<file path="config.mk">
export PLATFORM = sky130hd
export DESIGN_NAME = board_line_clear
export DESIGN_NICKNAME = d
export VERILOG_FILES = /design/src/rtl/tetris_board_pkg.sv /design/src/rtl/board_addr_gen.sv /design/src/rtl/board_line_clear.sv
export SDC_FILE = /design/constraint.sdc
export NUM_CORES = 1
export LEC_CHECK = 0
export ABC_AREA = 1
export BUFFER_PORTS_ARGS = -buffer_cell sky130_fd_sc_hd__buf_2
export CORE_ASPECT_RATIO = 1.2
export CORE_UTILIZATION = 45
export CTS_BUF_LIST = sky130_fd_sc_hd__clkbuf_4 sky130_fd_sc_hd__clkbuf_8 sky130_fd_sc_hd__clkbuf_16
export DETAILED_ROUTE_END_ITERATION = 8
export PLACE_DENSITY = 0.75
export SYNTH_ARGS = -nofsm -noshare
export SYNTH_HDL_FRONTEND = slang
export SYNTH_SLANG_ARGS = --single-unit
</file>
<file path="constraint.sdc">
create_clock -name clock -period 5.1 [get_ports clock]
set_clock_uncertainty 0.15 [all_clocks]
set_input_delay 0 -clock clock [delete_from_list [all_inputs] [get_ports clock]]
set_output_delay 0 -clock clock [all_outputs]
set_load 0.005 [all_outputs]
</file>
<file path="src/rtl/tetris_board_pkg.sv">
// Shared board definitions for the Tetris board RAM writers and the VGA reader.
// Contents: board dimensions, empty-cell code, colour codes, line-clear FSM states,
// and a cell occupancy helper.
package tetris_board_pkg;

    localparam int unsigned ROWS = 20;
    localparam int unsigned COLS = 10;

    localparam logic [2:0] EMPTY_CELL = 3'b000;

    typedef enum logic [2:0] {
        COLOR_NONE   = 3'd0,
        COLOR_CYAN   = 3'd1,
        COLOR_YELLOW = 3'd2,
        COLOR_GREEN  = 3'd3,
        COLOR_RED    = 3'd4,
        COLOR_PURPLE = 3'd5,
        COLOR_ORANGE = 3'd6,
        COLOR_BLUE   = 3'd7
    } color_e;

    typedef enum logic [2:0] {
        ST_IDLE,
        ST_SCAN_RD,
        ST_SCAN_CHK,
        ST_COPY_RD,
        ST_COPY_WR,
        ST_CLR_WR,
        ST_DONE
    } lc_state_e;

    // Only the colour field decides occupancy; upper bits are payload.
    function automatic logic cell_occupied(input logic [31:0] word);
        return word[2:0] != EMPTY_CELL;
    endfunction

endpackage

</file>
<file path="src/rtl/board_addr_gen.sv">
// Board cell address generator: addr_c = BASE_ADDR + COLS*row + col.
// The row product is built from shifted copies of row, one per set bit of COLS
// (for COLS=10: (row<<3) + (row<<1)), so no multiplier is inferred.
// Ports:
//   row    - cell row index
//   col    - cell column index
//   addr_c - combinational RAM word address
module board_addr_gen
    import tetris_board_pkg::*;
#(
    parameter int unsigned ADDR_WIDTH = 12,
    parameter int unsigned BASE_ADDR  = 0,
    parameter int unsigned COLS       = tetris_board_pkg::COLS,
    parameter int unsigned ROW_W      = 5,
    parameter int unsigned COL_W      = 4
) (
    input  logic [ROW_W-1:0]      row,
    input  logic [COL_W-1:0]      col,
    output logic [ADDR_WIDTH-1:0] addr_c
);

    localparam logic [31:0] COLS_BITS = 32'(COLS);

    // Constant multiply as a shift-add chain.
    always_comb begin
        addr_c = ADDR_WIDTH'(BASE_ADDR) + ADDR_WIDTH'(col);
        for (int i = 0; i < 32; i++) begin
            if (COLS_BITS[i]) begin
                addr_c = addr_c + (ADDR_WIDTH'(row) << i);
            end
        end
    end

endmodule

</file>
<file path="src/rtl/board_line_clear.sv">
// Line-clear engine for the Tetris board RAM. On start it scans rows bottom-up,
// and for every full row shifts all rows above down by one, clears row 0 and
// rescans the same row index. Reports the number of removed rows.
// The RAM port is shared with the CPU; an access happens only when
// mem_req=1 and mem_grant=1, otherwise the request is held unchanged.
// Ports:
//   clock, reset        - clock, asynchronous active-low reset
//   start               - pulse to begin a pass (ignored while busy)
//   busy, done          - pass in progress / one-cycle completion pulse
//   lines_cleared       - rows removed by the last pass
//   mem_grant           - RAM port free this cycle
//   mem_req, mem_we     - access request / write enable
//   mem_addr, mem_wdata - access address / write data
//   mem_rdata           - read data, valid one cycle after a granted read
module board_line_clear
    import tetris_board_pkg::*;
#(
    parameter int unsigned ROWS       = tetris_board_pkg::ROWS,
    parameter int unsigned COLS       = tetris_board_pkg::COLS,
    parameter int unsigned BASE_ADDR  = 0,
    parameter int unsigned ADDR_WIDTH = 12
) (
    input  logic                  clock,
    input  logic                  reset,
    input  logic                  start,
    output logic                  busy,
    output logic                  done,
    output logic [4:0]            lines_cleared,
    input  logic                  mem_grant,
    output logic                  mem_req,
    output logic                  mem_we,
    output logic [ADDR_WIDTH-1:0] mem_addr,
    output logic [31:0]           mem_wdata,
    input  logic [31:0]           mem_rdata
);

    localparam int unsigned ROW_W = (ROWS > 1) ? $clog2(ROWS) : 1;
    localparam int unsigned COL_W = (COLS > 1) ? $clog2(COLS) : 1;
    localparam logic [ROW_W-1:0] LAST_ROW  = ROW_W'(ROWS - 1);
    localparam logic [COL_W-1:0] LAST_COL  = COL_W'(COLS - 1);
    localparam logic [4:0]       LINES_MAX = 5'(ROWS);

    lc_state_e        state, state_n;
    logic [ROW_W-1:0] row, row_n;
    logic [ROW_W-1:0] dst, dst_n;
    logic [COL_W-1:0] col, col_n;
    logic             have_data, have_data_n;
    logic             busy_n, done_n, req_n, we_n;
    logic [4:0]       lines_n;
    logic [31:0]      wdata_n;
    logic             granted;
    logic [ROW_W-1:0] arow;
    logic [COL_W-1:0] acol;
    logic [ADDR_WIDTH-1:0] addr_c;

    board_addr_gen #(
        .ADDR_WIDTH (ADDR_WIDTH),
        .BASE_ADDR  (BASE_ADDR),
        .COLS       (COLS),
        .ROW_W      (ROW_W),
        .COL_W      (COL_W)
    ) u_addr_gen (
        .row    (arow),
        .col    (acol),
        .addr_c (addr_c)
    );

    assign granted = mem_req && mem_grant;

    // State and registered outputs.
    always_ff @(posedge clock or negedge reset) begin
        if (!reset) begin
            state         <= ST_IDLE;
            row           <= '0;
            dst           <= '0;
            col           <= '0;
            have_data     <= 1'b0;
            busy          <= 1'b0;
            done          <= 1'b0;
            lines_cleared <= '0;
            mem_req       <= 1'b0;
            mem_we        <= 1'b0;
            mem_addr      <= '0;
            mem_wdata     <= '0;
        end else begin
            state         <= state_n;
            row           <= row_n;
            dst           <= dst_n;
            col           <= col_n;
            have_data     <= have_data_n;
            busy          <= busy_n;
            done          <= done_n;
            lines_cleared <= lines_n;
            mem_req       <= req_n;
            mem_we        <= we_n;
            mem_addr      <= addr_c;
            mem_wdata     <= wdata_n;
        end
    end

    // Next state, then the RAM command for the state being entered.
    always_comb begin
        state_n     = state;
        row_n       = row;
        dst_n       = dst;
        col_n       = col;
        have_data_n = have_data;
        busy_n      = busy;
        done_n      = 1'b0;
        lines_n     = lines_cleared;
        wdata_n     = mem_wdata;
        req_n       = 1'b0;
        we_n        = 1'b0;
        arow        = '0;
        acol        = '0;

        case (state)
            ST_IDLE: begin
                if (start) begin
                    row_n   = LAST_ROW;
                    col_n   = '0;
                    lines_n = '0;
                    busy_n  = 1'b1;
                    state_n = ST_SCAN_RD;
                end
            end
            ST_SCAN_RD: begin
                if (granted) begin
                    state_n = ST_SCAN_CHK;
                end
            end
            ST_SCAN_CHK: begin
                if (!cell_occupied(mem_rdata)) begin
                    if (row == '0) begin
                        state_n = ST_DONE;
                    end else begin
                        row_n   = row - ROW_W'(1);
                        col_n   = '0;
                        state_n = ST_SCAN_RD;
                    end
                end else if (col != LAST_COL) begin
                    col_n   = col + COL_W'(1);
                    state_n = ST_SCAN_RD;
                end else begin
                    lines_n = (lines_cleared >= LINES_MAX) ? lines_cleared
                                                           : lines_cleared + 5'd1;
                    dst_n   = row;
                    col_n   = '0;
                    state_n = ST_COPY_RD;
                end
            end
            ST_COPY_RD: begin
                if (dst == '0) begin
                    state_n = ST_CLR_WR;
                end else if (granted) begin
                    have_data_n = 1'b0;
                    state_n     = ST_COPY_WR;
                end
            end
            ST_COPY_WR: begin
                // First cycle captures the word read from the row above.
                if (!have_data) begin
                    wdata_n     = mem_rdata;
                    have_data_n = 1'b1;
                end else if (granted) begin
                    if (col != LAST_COL) begin
                        col_n = col + COL_W'(1);
                    end else begin
                        col_n = '0;
                        dst_n = dst - ROW_W'(1);
                    end
                    state_n = ST_COPY_RD;
                end
            end
            ST_CLR_WR: begin
                if (granted) begin
                    if (col != LAST_COL) begin
                        col_n = col + COL_W'(1);
                    end else begin
                        col_n   = '0;
                        state_n = ST_SCAN_RD;
                    end
                end
            end
            ST_DONE: begin
                state_n = ST_IDLE;
            end
            default: begin
                state_n = ST_IDLE;
            end
        endcase

        case (state_n)
            ST_SCAN_RD: begin
                req_n = 1'b1;
                arow  = row_n;
                acol  = col_n;
            end
            ST_COPY_RD: begin
                req_n = (dst_n != '0);
                arow  = (dst_n != '0) ? dst_n - ROW_W'(1) : '0;
                acol  = col_n;
            end
            ST_COPY_WR: begin
                req_n = have_data_n;
                we_n  = have_data_n;
                arow  = dst_n;
                acol  = col_n;
            end
            ST_CLR_WR: begin
                req_n   = 1'b1;
                we_n    = 1'b1;
                arow    = '0;
                acol    = col_n;
                wdata_n = '0;
            end
            ST_DONE: begin
                done_n = 1'b1;
                busy_n = 1'b0;
            end
            default: begin
                arow = row_n;
                acol = col_n;
            end
        endcase
    end

endmodule

</file>
**Word-level counts from Yosys, hierarchy flattened**

Cells that the tools add are included.

- Register bits: 71
- Input bits: 36
- Logic and storage cells: 100

- Add/subtract/negate cells: 7
- Magnitude comparators: 1
- Eq/ne operators: 16
- Muxes and demuxes: 49
- Reduce and logical (&&, ||, !) cells: 15

Operator list:

| kind | count |
|---|---|
| 32-bit two-way mux | 3 |
| 5-bit two-way mux | 13 |
| 3-bit two-way mux | 10 |
| 5-bit case mux with 2 select lines | 3 |
| 4-bit two-way mux | 7 |
| 3-bit case mux with 6 select lines | 1 |
| 4-bit case mux with 4 select lines | 1 |
| 3-bit equality test (second input constant) | 5 |
| 5-bit case mux with 3 select lines | 1 |
| 5-bit by 1-bit subtractor with 5-bit output (second input constant) | 3 |
| 5-bit logical NOT | 2 |
| 7-bit by 8-bit adder with 9-bit output | 1 |
| 3-bit by 2-bit equality test with 1-bit output (second input constant) | 3 |
| 2-bit != test (second input constant) | 4 |
| 2-bit nonzero test | 4 |
| 4-bit by 6-bit adder with 7-bit output | 1 |
| 3-bit by 1-bit equality test with 1-bit output (second input constant) | 2 |
| 1-bit two-way mux | 6 |
| 5-bit by 1-bit adder with 5-bit output (second input constant) | 1 |
| 5-bit >= comparator (second input constant) | 1 |
| 5-bit AND reduction | 1 |
| 5-bit nonzero test | 1 |
| 4-bit by 1-bit adder with 4-bit output (second input constant) | 1 |
| 4-bit != test (second input constant) | 1 |
| 9 further kinds | 12 |

**Depth between registers and ports, before layout**

- Depth after elaboration: 10
- Mapped depth: 28
- Depth with buffers taken out: 28

**Cells and area by module**

From an unflattened synthesis, not the netlist that was laid out.

- Cells, all modules: 497
- Area, all modules: 4,082.7 um2

By module, submodules not included:

| module | instances | cells an instance | area an instance (um2) | seq. area each (um2) |
|---|---|---|---|---|
| board_line_clear | 1 | 437 | 3,703.6 | 1,776.7 |
| board_addr_gen | 1 | 60 | 379.1 | 0.0 |

**Least setup slack after synthesis**

No wires, ideal clock.

- Path kind: flip-flop to flip-flop
- From: register col[1]
- To: register mem_addr[7]
- Setup time: 0.117 ns
- Arrival: 3.390 ns
- Data required time: 4.833 ns
- Slack: 1.443 ns
- Stages on the path, launching flop included: 29
- Path buffers: 0
- Clock period less this slack: 3.657 ns
- Path through: dfrtp_1 > inv_1 > ha_1 > nand2_1 > nor2_2 > nand2_1 > nand2_1 > nand2_1 > inv_1 > o22ai_1 > nor2_1 > ha_1 > nand3_1 > nor2_1 > nor2_2 > o21ai_0 > nand2_1 > inv_1 > fa_1 > inv_1 > ha_1 > nand3_1 > nand2_1 > a21oi_1 > inv_1 > a21oi_1 > inv_1 > nand2_1 > nand2_1

- Word-level cells in the longest chain between the ends: 10

Ends and longest elaborated chain:

| what | RTL line | text |
|---|---|---|
| start, declared | board_line_clear.sv:46 | `logic [COL_W-1:0] col, col_n;` |
| start signal, assigned | board_line_clear.sv:89 | `col <= col_n;` |
| 4-bit != test | board_line_clear.sv:141, board_line_clear.sv:166, board_line_clear.sv:177 |  |
| 5-bit two-way mux | board_line_clear.sv:166 | `if (col != LAST_COL) begin` |
| 5-bit two-way mux | board_line_clear.sv:165 | `end else if (granted) begin` |
| 5-bit two-way mux | board_line_clear.sv:162 | `if (!have_data) begin` |
| 5-bit case mux with 2 select lines | board_line_clear.sv:117 | `case (state)` |
| 5-bit by 1-bit subtractor with 5-bit output / 5-bit nonzero test (equally long branches) | board_line_clear.sv:201 | `arow = (dst_n != '0) ? dst_n - ROW_W'(1) : '0;` |
| 5-bit two-way mux | board_line_clear.sv:201 |  |
| 5-bit case mux with 3 select lines | board_line_clear.sv:193 | `case (state_n)` |
| 4-bit by 6-bit adder with 7-bit output | board_addr_gen.sv:29 | `addr_c = addr_c + (ADDR_WIDTH'(row) << i);` |
| 7-bit by 8-bit adder with 9-bit output (*) | board_addr_gen.sv:29 |  |
| via addr_c[7] | board_line_clear.sv:54 | `logic [ADDR_WIDTH-1:0] addr_c;` |
| end signal, assigned | board_line_clear.sv:96 | `mem_addr <= addr_c;` |
| end, declared | board_line_clear.sv:32 | `output logic [ADDR_WIDTH-1:0] mem_addr,` |

The timed path passes the listed nets; every way through them passes the cells marked *.
A chain may end at the register's enable or synchronous reset.

**Worst setup path after layout**

Ends and elaborated chain as after synthesis.

==> results.md <==
* Starting density of the core at 47.0%
* CTS Sinks at 68
* Sequential share of power at 35.1%
* Fin nets at 691
* H-tree Lvls at 3
* Routability cong. at 0.891
* Setup ws final at 1.02 ns
* Register area share after synthesis at 41.8%
* Initial antenna violation count at 0
* Grt total ovfl at 0
* R2R Setup Slk at 1.02 ns
* Worst slew margin at 30.4%
* CTS Buf Count at 9
* Die area at 9430 sq um
* Gr usage total at 21.7%
* First-pass GRT wire length at 15500 um
* Worst Tran Pin Value at 1.04 ns
* Worst Path Max Fanout at 5
* Largest net degree at the start of global routing at 69
* Root Buffer: clkbuf_8
* Chip width at 88.8 um
* Vias in the first global route at 3640
* Hold path cells at 6
* Hold_sp: mem_grant
* Largest stage delay, worst path at 0.42 ns
* Leak pwr at 3.12 nW
* CP Launch Type: register
* Crit path arrival time at 4.17 ns
* DRT antenna net count at 0
* CORE AREA at 8660 sq um
* Via count at 3522
* # DRC at 0
* Dpl ws at 1.00 ns
* Initial DRC count at 166
* N_diodes at 0
* Clock latency on the worst-skew pair at 0.35 ns
* Pwr Density at 472 nW/um^2
* Mapped Avg Cell Area at 7.98 sq um
* TritonCTS clock tree: done
* Max Buffers Root-to-Sink at 2
* Switching Fraction at 40.0%
* Cell count after synthesis at 510
* I/O pin count at 89
* Comb pwr share at 43.8%
* Post-Route WL at 9720 um
* DP HPWL at 6850 um
* Mapped Area at 4070 sq um
* WHS Endpoint: mem_req
* I/O Buffers at 85
* Tmin final at 4.08 ns
* Worst reg-to-reg path cell count at 28
* Status: completed
* Vias per cell at 4.65
* Kind of critical path: register to register
* Data required, critical path at 5.19 ns
* Hold/Removal Path Class: input port to register
* Final Hold Viols at 0
* Fmax at 245 MHz
* Routed WL per cell at 12.8 um
* Clock network power share at 21.1%
* Startpoint of the worst register-to-register path: col[1]
* Fin Setup TNS at 0 ns
* Sw Pwr at 972 uW
* RSZ-0062 raised after global routing: false
* Die H at 106 um
* Slew Viols, Final at 0
* Area grow syn2layout at 26.4%
* Max-Cap Viols at 0
* Final setup fails at 0
* Worst vdd ir at 215 uV
* Crit-path most repeated cell: nand2_1
* Count of cell types in the netlist at 34
* Synth warn at 0
* Final critical-path share of the clock period at 79.9%
* FF+latch count, synth at 68
* Crit end category: register
* Worst-path clk slew at 0.08 ns
* Rows at 37
* Highest-delay cell along the critical path: fa_1
* Drt first pass iters at 4
* Most common cell after layout, fill and taps aside: inv_1
* Reg2Reg Capture Point: mem_addr[7]
* Layout cells sized above 1 at 25.8%
* Most frequent cells in the layout: 123 x inv_1, 85 x buf_2, 73 x nand2_1
* Cell Int Power at 1.46 mW
[stage by stage]
stage	cell area (sq um)	instances	hold slack, ns	total power [mW]	util [%]
6_report	5150	757	0.0929	2.43	59.5
4_1_cts	5150	757	0.0823	2.45	59.5
3_3_place_gp	4570	707	0.0962	1.88	52.8
5_1_grt	5150	757	0.178	2.61	59.5
2_1_floorplan	4080	512	-0.446	1.59	-
3_5_place_dp	4570	707	0.0940	1.91	52.8
[logic make-up after synthesis]
group	after synthesis	synth area share (%)
and+or+nand+nor	196	22.1
xor gates and xnor gates	7	1.51
AOI/OAI and AO/OA	80	13.8
other	1	0.0921
buffers and inverters	138	14.2
DFF	68	41.8
adders and majority gates	20	6.52
[state kept, by name, indices dropped and copies added (netlist names)]
signal / flops
busy: 1
col: 4
done: 1
dst: 5
have_data: 1
lines_cleared: 5
mem_addr: 9
mem_req: 1
mem_wdata: 32
mem_we: 1
row: 5
state: 3
[routing by layer]
metal / vias to the layer above / share of wire (%) / global-route usage (%)
li1: 1805 / - / -
met1: 1611 / 41 / 22.6
met2: 88 / 52 / 40.8
met3: 18 / 4.6 / 3.49
met4: 0 / 2.5 / 10.6
met5: - / 0 / 0
[synth_stat cells, drive strengths merged]
cell type,instances,share of area [%]
o211ai,2,0.37
buf,6,1.7
ha,18,5.5
xnor2,1,0.22
nand3,35,4.7
nand2,80,8.1
a22oi,1,0.18
dlygate4sd1,3,0.65
nor3b,1,0.18
o22ai,2,0.31
conb,1,0.092
a211oi,1,0.18
nor3,6,1.1
dfrtp,68,42
o2111ai,1,0.65
nor2,73,7.9
xor2,6,1.3
inv,129,12
nand4,1,0.15
fa,2,0.98
a21oi,49,9.1
o21ai,24,3.0
[worst max-delay path by stage]
| stage | depth (start not counted) | from | endpoint |
|---|---|---|---|
| after CTS | 28 | col[1] | mem_addr[7] |
| after global placement | 28 | col[1] | mem_addr[7] |
| after floorplan | 28 | col[1] | mem_addr[7] |
| final | 28 | col[1] | mem_addr[7] |
| after global routing | 28 | col[1] | mem_addr[7] |
| after detailed placement | 28 | col[1] | mem_addr[7] |
[critical path, delay by kind of cell (launching register included)]
family,cells,cell delay [ns]
and+or+nand+nor,14,1.42
adders and majority gates,4,1.01
buffers and inverters,6,0.49
AOI/OAI and AO/OA,4,0.49
DFF,1,0.40
[power by group through the flow]
| stage | logic, mW | registers [mW] | clock network, mW |
|---|---|---|---|
| after global routing | 1.20 | 0.869 | 0.545 |
| final | 1.07 | 0.853 | 0.513 |
| after floorplan | 0.718 | 0.870 | 0 |
| after global placement | 1.03 | 0.853 | 0 |
| after CTS | 1.07 | 0.850 | 0.524 |
| after detailed placement | 1.05 | 0.860 | 0 |
[timing repair]
action	4_1_cts	5_1_grt
hold buffers	34	0
setup buffers	0	0
hold endpoints to repair	105	0
gates resized for setup	0	0
[final cells by class]
| type | instances | area [sq um] |
|---|---|---|
| sequential | 68 | 1700 |
| clock buffer | 11 | 151 |
| fill | 776 | 3510 |
| clock inverter | 5 | 83.8 |
| multi-input combinational | 306 | 1800 |
| tap | 117 | 146 |
| timing repair buffer | 121 | 781 |
| inverter | 129 | 484 |
Note: power is estimated with default switching activity, not from simulation.
